**config.mk**
```make
export PLATFORM = sky130hd
export DESIGN_NAME = asrv32_alu_arbiter
export DESIGN_NICKNAME = d
export VERILOG_FILES = /design/src/rtl/asrv32_alu_arbiter_pkg.sv /design/src/rtl/asrv32_rr_arb2.sv /design/src/rtl/asrv32_alu_arbiter.sv
export SDC_FILE = /design/constraint.sdc
export NUM_CORES = 1
export LEC_CHECK = 0
export BUFFER_PORTS_ARGS = -buffer_cell sky130_fd_sc_hd__buf_2
export CAP_MARGIN = 20
export CORE_AREA = 2 2 134 136
export CTS_CLUSTER_DIAMETER = 100
export DETAILED_ROUTE_END_ITERATION = 8
export DIE_AREA = 0 0 136 138
export PLACE_DENSITY_LB_ADDON = 0.08
export SYNTH_ARGS = -nofsm -noshare
export SYNTH_HDL_FRONTEND = slang
export SYNTH_HIERARCHICAL = 1
export SYNTH_SLANG_ARGS = --single-unit
```
**constraint.sdc**
```tcl
create_clock -name i_clk -period 1.5 [get_ports i_clk]
set_clock_uncertainty 0.1 [all_clocks]
set_input_delay 0.3 -clock i_clk [delete_from_list [all_inputs] [get_ports i_clk]]
set_output_delay 0.3 -clock i_clk [all_outputs]
set_load 0.03 [all_outputs]
```
**src/rtl/asrv32_alu_arbiter_pkg.sv**
```systemverilog
// asrv32_alu_arbiter_pkg: shared ALU op encoding, arbiter FSM states and 2-way pick helper.
package asrv32_alu_arbiter_pkg;
   localparam int ALU_WIDTH = 14;
   localparam int ALU_ADD  = 0;
   localparam int ALU_SUB  = 1;
   localparam int ALU_SLT  = 2;
   localparam int ALU_SLTU = 3;
   localparam int ALU_XOR  = 4;
   localparam int ALU_OR   = 5;
   localparam int ALU_AND  = 6;
   localparam int ALU_SLL  = 7;
   localparam int ALU_SRL  = 8;
   localparam int ALU_SRA  = 9;
   localparam int ALU_EQ   = 10;
   localparam int ALU_NEQ  = 11;
   localparam int ALU_GE   = 12;
   localparam int ALU_GEU  = 13;
   typedef enum logic {ARB_IDLE = 1'b0, ARB_RESP = 1'b1} arb_state_t;
   // Round-robin winner: under contention the requester that did not win last time goes.
   function automatic logic rr_pick(input logic [1:0] req, input logic last);
      return req[1] & (~req[0] | ~last);
   endfunction
endpackage

```
**src/rtl/asrv32_rr_arb2.sv**
```systemverilog
// asrv32_rr_arb2: 2-way round-robin grant, combinational winner plus last_grant register.
// Define ASRV32_ALU_ARB_FIXED_PRIO_EN to make requester 0 always win contention.
module asrv32_rr_arb2
   import asrv32_alu_arbiter_pkg::*;
#(
   parameter logic RR_INIT = 1'b1
) (
   input  logic       i_clk,
   input  logic       i_rst_n,
   input  logic [1:0] i_req,
   input  logic       i_take,
   output logic       o_winner
);
   logic r_last;
`ifdef ASRV32_ALU_ARB_FIXED_PRIO_EN
   assign o_winner = i_req[1] & ~i_req[0];
`else
   assign o_winner = rr_pick(i_req, r_last);
`endif
   always_ff @(posedge i_clk or negedge i_rst_n)
      if (!i_rst_n) r_last <= RR_INIT;
      else if (i_take) r_last <= o_winner;
endmodule

```
**src/rtl/asrv32_alu_arbiter.sv**
```systemverilog
// asrv32_alu_arbiter: shares the asrv32 ALU between execute (r0) and branch/address unit (r1).
// Define ASRV32_ALU_ARB_FIXED_PRIO_EN (in asrv32_rr_arb2) for fixed r0 priority instead of round robin.
module asrv32_alu_arbiter
   import asrv32_alu_arbiter_pkg::*;
#(
   parameter int DATA_WIDTH = 32,
   parameter int RR_INIT    = 1
) (
   input  logic                  i_clk,
   input  logic                  i_rst_n,
   input  logic                  i_r0_valid,
   output logic                  o_r0_ready,
   input  logic [ALU_WIDTH-1:0]  i_r0_alu,
   input  logic [DATA_WIDTH-1:0] i_r0_op1,
   input  logic [DATA_WIDTH-1:0] i_r0_op2,
   output logic                  o_r0_rvalid,
   input  logic                  i_r0_rready,
   output logic [DATA_WIDTH-1:0] o_r0_result,
   input  logic                  i_r1_valid,
   output logic                  o_r1_ready,
   input  logic [ALU_WIDTH-1:0]  i_r1_alu,
   input  logic [DATA_WIDTH-1:0] i_r1_op1,
   input  logic [DATA_WIDTH-1:0] i_r1_op2,
   output logic                  o_r1_rvalid,
   input  logic                  i_r1_rready,
   output logic [DATA_WIDTH-1:0] o_r1_result,
   output logic                  o_alu_en,
   output logic [ALU_WIDTH-1:0]  o_alu,
   output logic [DATA_WIDTH-1:0] o_op1,
   output logic [DATA_WIDTH-1:0] o_op2,
   input  logic [DATA_WIDTH-1:0] i_alu_result,
   output logic                  o_busy
);
   arb_state_t r_state;
   logic       r_owner;
   logic       w_winner;
   logic       w_issue;
   logic       w_done;
   asrv32_rr_arb2 #(.RR_INIT(1'(RR_INIT))) u_arb (
      .i_clk    (i_clk),
      .i_rst_n  (i_rst_n),
      .i_req    ({i_r1_valid, i_r0_valid}),
      .i_take   (w_issue),
      .o_winner (w_winner)
   );
   // Reset gates the handshake so every output reads 0 while i_rst_n is low.
   assign w_issue     = i_rst_n & (r_state == ARB_IDLE) & (i_r0_valid | i_r1_valid);
   assign w_done      = (r_state == ARB_RESP) & (r_owner ? i_r1_rready : i_r0_rready);
   assign o_r0_ready  = w_issue & ~w_winner;
   assign o_r1_ready  = w_issue & w_winner;
   assign o_alu_en    = w_issue;
   assign o_alu       = w_issue ? (w_winner ? i_r1_alu : i_r0_alu) : '0;
   assign o_op1       = w_issue ? (w_winner ? i_r1_op1 : i_r0_op1) : '0;
   assign o_op2       = w_issue ? (w_winner ? i_r1_op2 : i_r0_op2) : '0;
   assign o_busy      = r_state == ARB_RESP;
   assign o_r0_rvalid = o_busy & ~r_owner;
   assign o_r1_rvalid = o_busy & r_owner;
   assign o_r0_result = o_r0_rvalid ? i_alu_result : '0;
   assign o_r1_result = o_r1_rvalid ? i_alu_result : '0;
   always_ff @(posedge i_clk or negedge i_rst_n)
      if (!i_rst_n) begin
         r_state <= ARB_IDLE;
         r_owner <= 1'b0;
      end else if (w_issue) begin
         r_state <= ARB_RESP;
         r_owner <= w_winner;
      end else if (w_done) r_state <= ARB_IDLE;
   a_r0_hold: assert property (@(posedge i_clk) disable iff (!i_rst_n) i_r0_valid && !o_r0_ready |=> i_r0_valid);
   a_r1_hold: assert property (@(posedge i_clk) disable iff (!i_rst_n) i_r1_valid && !o_r1_ready |=> i_r1_valid);
endmodule

```
# ---- Yosys cells after proc, flatten, opt, wreduce, memory -nomap -nowiden
# Cells that the tools add are included.
dict set report word_totals {
  register_bits 3
  in_bits 194
  out_inout_bits 148
  wordCells 30
}
dict set report op_classes {
  muxes 11
  bitwise 15
  n_reduce_logical 1
}
# cell n
set ops {}
lappend ops {{two-way mux 32 bit} 6}
lappend ops {{two-way mux 14 bit} 2}
lappend ops {{AND 1 bit} 8}
lappend ops {{NOT 1 bit} 5}
lappend ops {{two-way mux 1 bit} 3}
lappend ops {{OR 1 bit} 2}
lappend ops {{nonzero test 2 bit} 1}

# ---- Depth between registers and ports, before layout
# Gate-level depths: netlist of the first run.
dict set report logic_depth {
  depth_word 5
  depth_mapped 5
}

# ---- Modules after synthesis
# The synthesis of the first run kept the hierarchy.
# module instances cells_each area_each_um2
set by_module_without_submodules {}
lappend by_module_without_submodules {asrv32_alu_arbiter 1 259 1736.7}
lappend by_module_without_submodules {asrv32_rr_arb2 1 3 52.6}

# ---- Least setup slack after synthesis of the first run
# No wires, ideal clock.
dict set report synth_timing {
  path_kind {register to output}
  startpoint {register u_arb.r_last}
  endpoint {output port o_op1[10]}
  arrival_time_ps 1465
  required_ps 1100
  path_slack_ps -365
  stages_incl_launch_ff 6
  cell_sequence {dfstp_2 a21boi_2 buf_2 clkbuf_4 mux2i_1 nor2_1}
}
dict set report synth_via {
  elab_chain_len 5
}
# element line_no
set synth_rtl {}
lappend synth_rtl {{from (decl)} asrv32_rr_arb2.sv:14} ;# logic r_last;
lappend synth_rtl {{from (signal assigned)} asrv32_rr_arb2.sv:22} ;# else if (i_take) r_last <= o_winner;
lappend synth_rtl {{NOT 1 bit} asrv32_alu_arbiter_pkg.sv:21} ;# return req[1] & (~req[0] | ~last);
lappend synth_rtl {{OR 1 bit} asrv32_alu_arbiter_pkg.sv:21}
lappend synth_rtl {{AND 1 bit} asrv32_alu_arbiter_pkg.sv:21}
lappend synth_rtl {{net w_winner} asrv32_alu_arbiter.sv:36} ;# logic w_winner;
lappend synth_rtl {{two-way mux 32 bit (2 in series)} asrv32_alu_arbiter.sv:53} ;# assign o_op1 = w_issue ? (w_winner ? i_r1_op1 : i_r0_op1) : '0;
lappend synth_rtl {{to (decl)} asrv32_alu_arbiter.sv:29} ;# output logic [DATA_WIDTH-1:0] o_op1,
# The timed path passes the listed nets, and every way through them passes these cells.

# ---- Worst setup path after layout of the first run
dict set report layout_timing {
  startpoint {register u_arb.r_last}
  endpoint {output port o_op2[31]}
}
dict set report layout_via {
  elab_chain_len 5
}
# element line_no
set layout_rtl {}
lappend layout_rtl {{NOT 1 bit} asrv32_alu_arbiter_pkg.sv:21}
lappend layout_rtl {{OR 1 bit} asrv32_alu_arbiter_pkg.sv:21}
lappend layout_rtl {{AND 1 bit} asrv32_alu_arbiter_pkg.sv:21}
lappend layout_rtl {{net w_winner} asrv32_alu_arbiter.sv:36}
lappend layout_rtl {{two-way mux 32 bit (2 in series)} asrv32_alu_arbiter.sv:54} ;# assign o_op2 = w_issue ? (w_winner ? i_r1_op2 : i_r0_op2) : '0;
lappend layout_rtl {{to (decl)} asrv32_alu_arbiter.sv:30} ;# output logic [DATA_WIDTH-1:0] o_op2,
# The timed path passes the listed nets, and every way through them passes these cells.

==> metrics.md, run 1 <==
| Metric | Value |
|---|---|
| Outcome | `finished with violations` |
| Failing checks | `setup timing` |
| Pin count of the biggest net entering global routing | `35` |
| DR WL/cell | `14.1 um` |
| R2R depth | `8` |
| Post-route DRC violation count | `0` |
| Die width | `136 um` |
| Routed via count divided by cell count | `3.91` |
| Clock sinks | `3` |
| Util after Layout | `32.6%` |
| Synth area leaders | `mux2i_1, nor2_1, and2_1` |
| Simple-Gate Fraction of Synth Area | `39.9%` |
| Endpoint, Worst Hold | `o_busy$_DFFE_PN0P_` |
| Antenna violations before repair | `1` |
| Worst EP required | `1100 ps` |
| Layout cells sized above 1 | `90.9%` |
| CP Max Fanout | `12` |
| R2r setup slk | `-60 ps` |
| Critical path class | `reg -> out` |
| FF+latch area | `77.6 sq um` |
| WHS Path Cells | `2` |
| Yosys top cell area share | `43.6%` |
| Syn avg cell area | `6.83 sq um` |
| Area share of fa/ha/maj cells after synthesis | `0%` |
| CTS tree | `yes` |
| Final WS setup | `-485 ps` |
| Fmax achieved | `504 MHz` |
| R2r endpoint | `r_owner$_DFFE_PN0P_` |
| Seq cells post-synth | `3` |
| Root Buffer | `clkbuf_16` |
| Fillers | `1834` |
| Clock Path Buffers | `2` |
| LEAKAGE | `2.88 nW` |
| RSZ-0062 raised after global routing | `true` |
| Layout area overhead | `220%` |
| Final nets | `821` |
| Port buffer count | `341` |
| Final setup vio count | `150` |
| CP Launch Type | `register` |
| Vias in the first global route | `3302` |
| Clock-pin slew on the worst setup and hold paths | `30 ps` |
| Slew @ Worst Pin | `214 ps` |
| Compound-Gate Fraction of Synth Area | `1.82%` |
| DIE AREA | `18800 sq um` |
| IO Pins | `342` |
| Maxcap violations | `0` |
| Seq/Total Area, Yosys | `4.27%` |
| Die Y | `138 um` |
| H-tree depth | `1` |
| Pwr Density | `1330 nW/um^2` |
| Crit path time final | `1980 ps` |
| Fin. Hold Viols | `0` |
| Core footprint | `17500 sq um` |
| Fin crit share | `132%` |
| HP Class | `in -> reg` |
| Distinct cells, synth | `19` |
| Syn Std Cell Area | `1790 sq um` |
| GPL Wtd Cong | `0.808` |
| Area of the multi-input gates | `2150 sq um` |
| Mux share of post-synthesis cell area | `45.3%` |
| YS warnings | `6` |
| Worst-skew pair later-pin latency | `220 ps` |
| Drt initial violations | `58` |
| Leading area contributor after synthesis | `mux2i_1` |
| CP endpoint kind | `primary output` |
| First-pass GRT wire length | `16200 um` |
| Total GRT Usage | `10.7%` |
| Setup TNS Final | `-50120 ps` |
| Critical R2R Launch | `o_busy$_DFFE_PN0P_` |
| Final Slew Violations | `0` |
| Largest family of logic cells by synthesized area | `multiplexers` |
| Rows | `49` |
| Hpwl dp | `8960 um` |
| Initial Util | `10.2%` |
| Antenna fix cells | `0` |
| Final antenna-violating net count | `0` |
| Post-Syn Nets | `456` |
| Vias | `3344` |
| Critical path arrival | `1580 ps` |
| Max VDD drop | `724 uV` |
| Relative slew slack | `85.5%` |
| Post-Syn Instances | `262` |
| Xor-xnor portion of the synthesized cell area | `0%` |
| First-pass DRT Iterations | `4` |
| Final wirelength | `12100 um` |
| Global route total overflow | `0` |
| Num CTS Buffers | `3` |
| Min-delay src | `i_r0_rready` |
[cells in the mapped netlist, drive strengths merged]
library cell	instances
mux2	2
o221ai	1
clkbuf	11
nand2	1
inv	4
dfstp	1
nor2	79
and2	33
mux2i	78
and2b	1
buf	15
dfrtp	2
and3	32
o211ai	1
a21boi	1
[where the power goes]
group / total (mW) / switching (mW) / internal (mW)
Clock: 0.424 / 0.0729 / 0.351
Sequential: 0.175 / 0.0406 / 0.134
Combinational: 6.99 / 3.59 / 3.40
[cells in the final DEF, fill, tap and decap left out]
cell | netlist | final
and2_4 | 0 | 32
and2b_4 | 0 | 1
inv_1 | 2 | 1
buf_16 | 0 | 1
and3_4 | 0 | 32
dfrtp_2 | 0 | 1
inv_4 | 0 | 1
o221ai_1 | 1 | 1
nand2_4 | 0 | 1
clkbuf_1 | 6 | 1
mux2i_2 | 0 | 24
mux2i_1 | 78 | 52
dlygate4sd3_1 | 0 | 1
buf_4 | 4 | 16
clkbuf_16 | 0 | 5
buf_8 | 0 | 4
o211ai_4 | 0 | 1
dfstp_2 | 1 | 1
mux2i_4 | 0 | 2
nor2_2 | 0 | 76
clkbuf_4 | 3 | 2
and2_2 | 0 | 1
inv_2 | 2 | 2
buf_12 | 0 | 13
buf_2 | 11 | 215
a21boi_4 | 0 | 1
buf_6 | 0 | 132
dfrtp_1 | 2 | 1
nor2_4 | 0 | 3
mux2_4 | 2 | 2
[worst max-delay path, stage by stage, from the launching register on]
cell	delay, ps
dfstp_2	540
a21boi_4	60
buf_4	140
buf_12	150
mux2i_2	230
nor2_4	50
buf_2	180
[per-layer routing]
metal  up-vias  GRT usage, %  wire [um]
met5         -             0          0
met3         6          2.57       1110
met1      1535          9.15       3750
met4         0          1.86         74
li1       1613             -          -
met2       190          23.8       7150
[what timing repair did]
| action | CTS | global route |
|---|---|---|
| hold endpoints to repair | 2 | 0 |
| cloned | 3 | 4 |
| endpoints found under the setup margin | 148 | 149 |
| buffers inserted | 8 | 10 |
| hold buffers | 1 | 0 |
| resized for setup | 210 | 145 |
| pin swaps | 21 | 17 |
[cell type report]
class                      instances  share of cell area [%]
timing repair buffer             386                    54.3
multi-input combinational        229                    37.7
tap                              229                    5.01
clock buffer                       4                    1.38
sequential                         3                    1.36
inverter                           4                   0.306
[flip-flops by register name, indices dropped and copies added, names as in the netlist]
name / count
o_busy: 1
r_owner: 1
u_arb/r_last: 1
[through the flow]
| step | hold slack, ps | setup slack (ps) | std cells | cell area, sq um | total power [mW] |
|---|---|---|---|---|---|
| 2_1_floorplan | -95.6 | -201 | 262 | 2200 | 3.70 |
| 3_3_place_gp | 134 | -343 | 831 | 4280 | 5.17 |
| 3_5_place_dp | 131 | -359 | 831 | 4280 | 5.15 |
| 4_1_cts | 208 | -489 | 847 | 5150 | 6.88 |
| 5_1_grt | 209 | -557 | 855 | 5720 | 7.99 |
| 6_report | 203 | -485 | 855 | 5720 | 7.59 |
[how the worst max path moves through the flow]
stage / startpoint / endpoint / slack, ps / cells past startpoint
after CTS: u_arb/r_last$_DFFE_PN1P_ / o_op2[0] / -490 / 6
final: u_arb/r_last$_DFFE_PN1P_ / o_op2[31] / -480 / 6
after detailed placement: i_r0_valid / o_op1[15] / -360 / 7
after floorplan: u_arb/r_last$_DFFE_PN1P_ / o_op1[10] / -200 / 5
after global routing: u_arb/r_last$_DFFE_PN1P_ / o_op1[16] / -560 / 6
after global placement: i_r0_valid / o_op1[25] / -340 / 7
[cell families after synthesis]
kind of cell | count (synthesis)
DFF | 3
buffers and inverters | 30
muxes | 80
AOI/OAI and AO/OA | 3
and+or+nand+nor | 146
(Power assumes the default switching activity.)
==> inputs of run 2 (changes only) <==
--- a/config.mk
+++ b/config.mk
@@ -11,7 +11,7 @@
 export CTS_CLUSTER_DIAMETER = 100
 export DETAILED_ROUTE_END_ITERATION = 8
 export DIE_AREA = 0 0 136 138
-export PLACE_DENSITY_LB_ADDON = 0.08
+export PLACE_DENSITY = 0.44
 export SYNTH_ARGS = -nofsm -noshare
 export SYNTH_HDL_FRONTEND = slang
 export SYNTH_HIERARCHICAL = 1
==> run 2 against run 1 <==
Effect of this change:
- the flow still finishes with violations (setup timing)
- die area is the same
- hold slack gained 4.8 ps
- final cell count grew 1.5%
- fmax shrank 2.3%
- first-iteration DRC count grew 31%
- core utilization grew 1.3 points
- wire length grew 6.6%
- critical path depth is the same
- sequential cell count is the same
- worst setup slack lost 46 ps
- critical path type unchanged
- non-clock buffer count grew 13
- sequential share of layout area shrank 0.054 points
==> metrics.md, run 2 (same netlist as run 1, synthesis figures left out) <==
| Metric | Value |
|---|---|
| Slew @ Worst Pin | `287 ps` |
| Cells after DPL | `837` |
| CP Launch Type | `register` |
| Antenna violations before repair | `1` |
| Routed via count divided by cell count | `3.88` |
| Final instance area | `5960 sq um` |
| Critical path arrival | `1630 ps` |
| First-pass GRT wire length | `17900 um` |
| Vias | `3372` |
| Crit path time final | `2030 ps` |
| Relative slew slack | `80.8%` |
| LEAKAGE | `2.98 nW` |
| Clock-pin slew on the worst setup and hold paths | `30 ps` |
| Core footprint | `17500 sq um` |
| HP Class | `in -> reg` |
| Min-delay src | `i_r0_rready` |
| Rows | `49` |
| Outcome | `finished with violations` |
| H-tree depth | `1` |
| First-pass DRT Iterations | `4` |
| Fin. Hold Viols | `0` |
| Final WS setup | `-531 ps` |
| Pin count of the biggest net entering global routing | `29` |
| Die Y | `138 um` |
| Fmax achieved | `492 MHz` |
| Total GRT Usage | `12.1%` |
| RSZ-0062 raised after global routing | `true` |
| WHS Path Cells | `2` |
| Commonest non-fill, non-tap cell in the layout | `buf_2` |
| DIE AREA | `18800 sq um` |
| Hpwl dp | `8580 um` |
| CTS tree | `yes` |
| Layout area overhead | `233%` |
| Final setup vio count | `149` |
| Die width | `136 um` |
| Setup TNS Final | `-52260 ps` |
| Post-route DRC violation count | `0` |
| Pwr Density | `1360 nW/um^2` |
| R2r setup slk | `-60 ps` |
| Clock sinks | `3` |
| Placed cell area | `4300 sq um` |
| Max VDD drop | `863 uV` |
| Final Slew Violations | `0` |
| Port buffer count | `341` |
| Fin crit share | `135%` |
| Clock Path Buffers | `2` |
| GPL Wtd Cong | `0.726` |
| Commonest cells after routing, fill and taps aside | `buf_2, buf_6, nor2_2` |
| Critical R2R Launch | `u_arb/r_last$_DFFE_PN1P_` |
| Tot Pwr | `8.11 mW` |
| Global route total overflow | `0` |
| Drt initial violations | `76` |
| Post-Layout Cell Count | `868` |
| Initial Util | `10.2%` |
| Final antenna-violating net count | `0` |
| IO Pins | `342` |
| Maxcap violations | `0` |
| Vias in the first global route | `3261` |
| Antenna fix cells | `0` |
| Failing checks | `setup timing` |
| Critical path class | `reg -> out` |
| CP Max Fanout | `14` |
| Worst hold slack | `208 ps` |
| Endpoint, Worst Hold | `o_busy$_DFFE_PN0P_` |
| Layout cells sized above 1 | `90.8%` |
| Worst-skew pair later-pin latency | `230 ps` |
| Final wirelength | `12900 um` |
| R2R depth | `5` |
| Final nets | `834` |
| Root Buffer | `clkbuf_16` |
| R2r endpoint | `r_owner$_DFFE_PN0P_` |
| CP endpoint kind | `primary output` |
| Worst EP required | `1100 ps` |
| DR WL/cell | `14.8 um` |
| Num CTS Buffers | `3` |
run 2: routing by layer:
| layer | part of all wire [%] | GRT usage, % |
|---|---|---|
| met1 | 36 | 13.1 |
| met2 | 54 | 23.9 |
| met3 | 7.8 | 2.02 |
| met4 | 1.8 | 2.85 |
| met5 | 0 | 0 |
run 2: how the worst max path moves through the flow:
stage | start | endpoint | slack [ps] | cells after the start
after global routing | u_arb/r_last$_DFFE_PN1P_ | o_op2[12] | -600 | 6
after floorplan | u_arb/r_last$_DFFE_PN1P_ | o_op1[10] | -200 | 5
after CTS | u_arb/r_last$_DFFE_PN1P_ | o_op1[22] | -530 | 7
after global placement | i_r0_valid | o_op2[28] | -450 | 6
after detailed placement | i_r0_valid | o_op2[28] | -430 | 6
final | u_arb/r_last$_DFFE_PN1P_ | o_op1[27] | -530 | 6
run 2: layout make-up:
| class | instances | area (sq um) |
|---|---|---|
| clock buffers | 4 | 78.8 |
| fillers | 1774 | 11600 |
| inverters | 4 | 17.5 |
| multi-input cells | 229 | 2180 |
| flip-flops and latches | 3 | 77.6 |
| well taps | 229 | 287 |
| repair buffers | 399 | 3310 |
run 2: worst max-delay path, cell delays in order (launching register included):
cell and delay [ps]:
dfstp_2 370, a21boi_4 210, buf_4 190, buf_16 170, mux2i_1 240, nor2_2 50, buf_4 160
run 2: where the power goes:
group / switching (mW) / total [mW] / internal, mW
logic: 3.74 / 7.49 / 3.75
registers: 0.0515 / 0.186 / 0.135
clock network: 0.0816 / 0.433 / 0.351
total: 3.88 / 8.11 / 4.23
run 2: repair_timing:
| item | in CTS | in global routing |
|---|---|---|
| gates resized for setup | 279 | 97 |
| setup buffers | 17 | 4 |
| hold endpoints to repair | 2 | 0 |
| pin swaps | 29 | 10 |
| endpoints found under the setup margin | 148 | 149 |
| cloned | 11 | 1 |
| hold buffers | 1 | 0 |
run 2: through the flow:
stage / worst slack (ps) / utilization [%]
4_1_cts: -530 / 32.6
2_1_floorplan: -201 / -
6_report: -531 / 34.0
5_1_grt: -599 / 34.0
3_3_place_gp: -446 / 24.5
3_5_place_dp: -428 / 24.5
==> inputs of run 3 (changes only) <==
--- a/config.mk
+++ b/config.mk
@@ -5,10 +5,10 @@
 export SDC_FILE = /design/constraint.sdc
 export NUM_CORES = 1
 export LEC_CHECK = 0
-export BUFFER_PORTS_ARGS = -buffer_cell sky130_fd_sc_hd__buf_2
+export BUFFER_PORTS_ARGS = -buffer_cell sky130_fd_sc_hd__buf_4
 export CAP_MARGIN = 20
 export CORE_AREA = 2 2 134 136
-export CTS_CLUSTER_DIAMETER = 100
+export CTS_CLUSTER_DIAMETER = 200
 export DETAILED_ROUTE_END_ITERATION = 8
 export DIE_AREA = 0 0 136 138
 export PLACE_DENSITY = 0.44
==> run 3 against run 2 <==
Effect of this change:
- the run still ends with setup timing left
- die area unchanged
- clock power down 2%
- power down 3.4%
- wire length up 0.54%
- design area up 7.4%
- non-clock buffer count down 1
- first-iteration DRC count up 28%
- worst setup slack better by 7.7 ps
- fmax up 0.38%
- largest cell class unchanged
==> metrics.md, run 3 (same netlist as run 1, synthesis figures left out) <==
| Metric | Value |
|---|---|
| Outcome | `finished with violations` |
| Failing checks | `setup timing` |
| Final WS setup | `-523 ps` |
| Layout cells sized above 1 | `90.6%` |
| RSZ-0062 raised after global routing | `true` |
| CP bufs+invs | `3` |
| Critical path class | `reg -> out` |
| Maxcap violations | `0` |
| Die width | `136 um` |
| Pin count of the biggest net entering global routing | `35` |
| Port buffer count | `341` |
| Fin. Hold Viols | `0` |
| Final Slew Violations | `0` |
| P_sw | `3.70 mW` |
| Total GRT Usage | `11.7%` |
| Pwr Density | `1220 nW/um^2` |
| Rows | `49` |
| Root Buffer | `clkbuf_16` |
| Final wirelength | `12900 um` |
| Vias in the first global route | `3490` |
| CP max stage cell | `dfstp_2` |
| Fmax achieved | `494 MHz` |
| Antenna fix cells | `0` |
| IO Pins | `342` |
| Vias | `3416` |
| Worst hold slack | `183 ps` |
| Antenna violations before repair | `0` |
| Slew @ Worst Pin | `254 ps` |
| Layout area overhead | `257%` |
| CTS tree | `yes` |
| H-tree depth | `1` |
| Switching share of power | `47.3%` |
| Clock network fraction of total power | `5.4%` |
| CP top delay family | `buffers and inverters` |
| First-pass DRT Iterations | `4` |
| CP Max Fanout | `8` |
| Logic pwr share | `92.3%` |
| Post-route DRC violation count | `0` |
| GPL Wtd Cong | `0.853` |
| Area of the multi-input gates | `2170 sq um` |
| Worst EP required | `1100 ps` |
| Global route total overflow | `0` |
| Core footprint | `17500 sq um` |
| Initial Util | `10.2%` |
| Final setup vio count | `149` |
| Routed via count divided by cell count | `3.94` |
| Die Y | `138 um` |
| CP Launch Type | `register` |
| R2r setup slk | `-40 ps` |
| Crit path time final | `2020 ps` |
| Commonest cells after routing, fill and taps aside | `buf_4, buf_6, nor2_2` |
| First-pass GRT wire length | `17600 um` |
| DR WL/cell | `14.9 um` |
| Share of power burned in registers | `2.3%` |
| HP Class | `in -> reg` |
| Clock Path Buffers | `2` |
| Fillers | `1761` |
| DIE AREA | `18800 sq um` |
| Critical path arrival | `1620 ps` |
| Relative slew slack | `83.0%` |
| Worst-path cell chain | `a21boi_4, buf_12, buf_12, mux2i_4, nor2_2, buf_6` |
| Internal Power | `4.13 mW` |
| Max stage delay on crit path | `380 ps` |
| LEAKAGE | `3.13 nW` |
| Commonest non-fill, non-tap cell in the layout | `buf_4` |
| Fin crit share | `135%` |
| CP endpoint kind | `primary output` |
| Clock-pin slew on the worst setup and hold paths | `30 ps` |
| Final nets | `833` |
| Clock sinks | `3` |
| Hpwl dp | `10000 um` |
| Num CTS Buffers | `3` |
| FF+latch area | `77.6 sq um` |
| Worst-skew pair later-pin latency | `220 ps` |
| Setup TNS Final | `-50920 ps` |
| Final antenna-violating net count | `0` |
| Drt initial violations | `97` |
| Max VDD drop | `807 uV` |
| Cell mode on critical path | `buf_12` |
run 3: changes by cell type in the layout (fill, tap and decap cells not counted), sizes merged:
cell and change:
clkbuf +1, buf -2
run 3: cell type report:
cell class	count	area share, %
Clock buffer	4	1.23
Sequential cell	3	1.21
Inverter	4	0.313
Tap cell	229	4.48
Multi-Input combinational cell	229	34.0
Timing Repair Buffer	398	58.8
run 3: power by group through the flow:
stage,Clock [mW],Sequential (mW),Combinational (mW)
2_1_floorplan,0,0.208,3.49
3_3_place_gp,0,0.175,5.66
3_5_place_dp,0,0.172,5.67
4_1_cts,0.429,0.176,6.52
5_1_grt,0.434,0.181,7.58
6_report,0.423,0.178,7.23
run 3: final timing paths:
path,from,to,cells past startpoint
hold / removal,i_r0_rready,o_busy$_DFFE_PN0P_,2
min in group asynchronous,i_rst_n,r_owner$_DFFE_PN0P_,3
hold reg to reg,u_arb/r_last$_DFFE_PN1P_,u_arb/r_last$_DFFE_PN1P_,1
setup / recovery,u_arb/r_last$_DFFE_PN1P_,o_op1[14],6
max in group asynchronous,i_rst_n,u_arb/r_last$_DFFE_PN1P_,3
setup reg to reg,o_busy$_DFFE_PN0P_,r_owner$_DFFE_PN0P_,7
run 3: stage by stage:
stage,setup WS (ps),power (mW),util (%),instances,instance area (sq um)
after floorplan,-201,3.70,-,262,2200
after global placement,-424,5.83,29.7,838,5200
after detailed placement,-430,5.85,29.7,838,5200
after CTS,-552,7.13,33.2,859,5810
after global routing,-592,8.19,36.5,867,6390
final,-523,7.83,36.5,867,6390
run 3: metal layers:
layer | wire (um) | track usage [%]
met5 | 0 | 0
met4 | 229 | 2.80
met3 | 970 | 1.50
met2 | 7270 | 24.0
met1 | 4470 | 12.1
run 3: timing repair:
item	in CTS	in global routing
hold endpoints to repair	2	0
pin swaps	13	19
endpoints found under the setup margin	147	147
hold buffers	1	0
buffers inserted	12	10
gates resized for setup	92	124
cloned	4	3
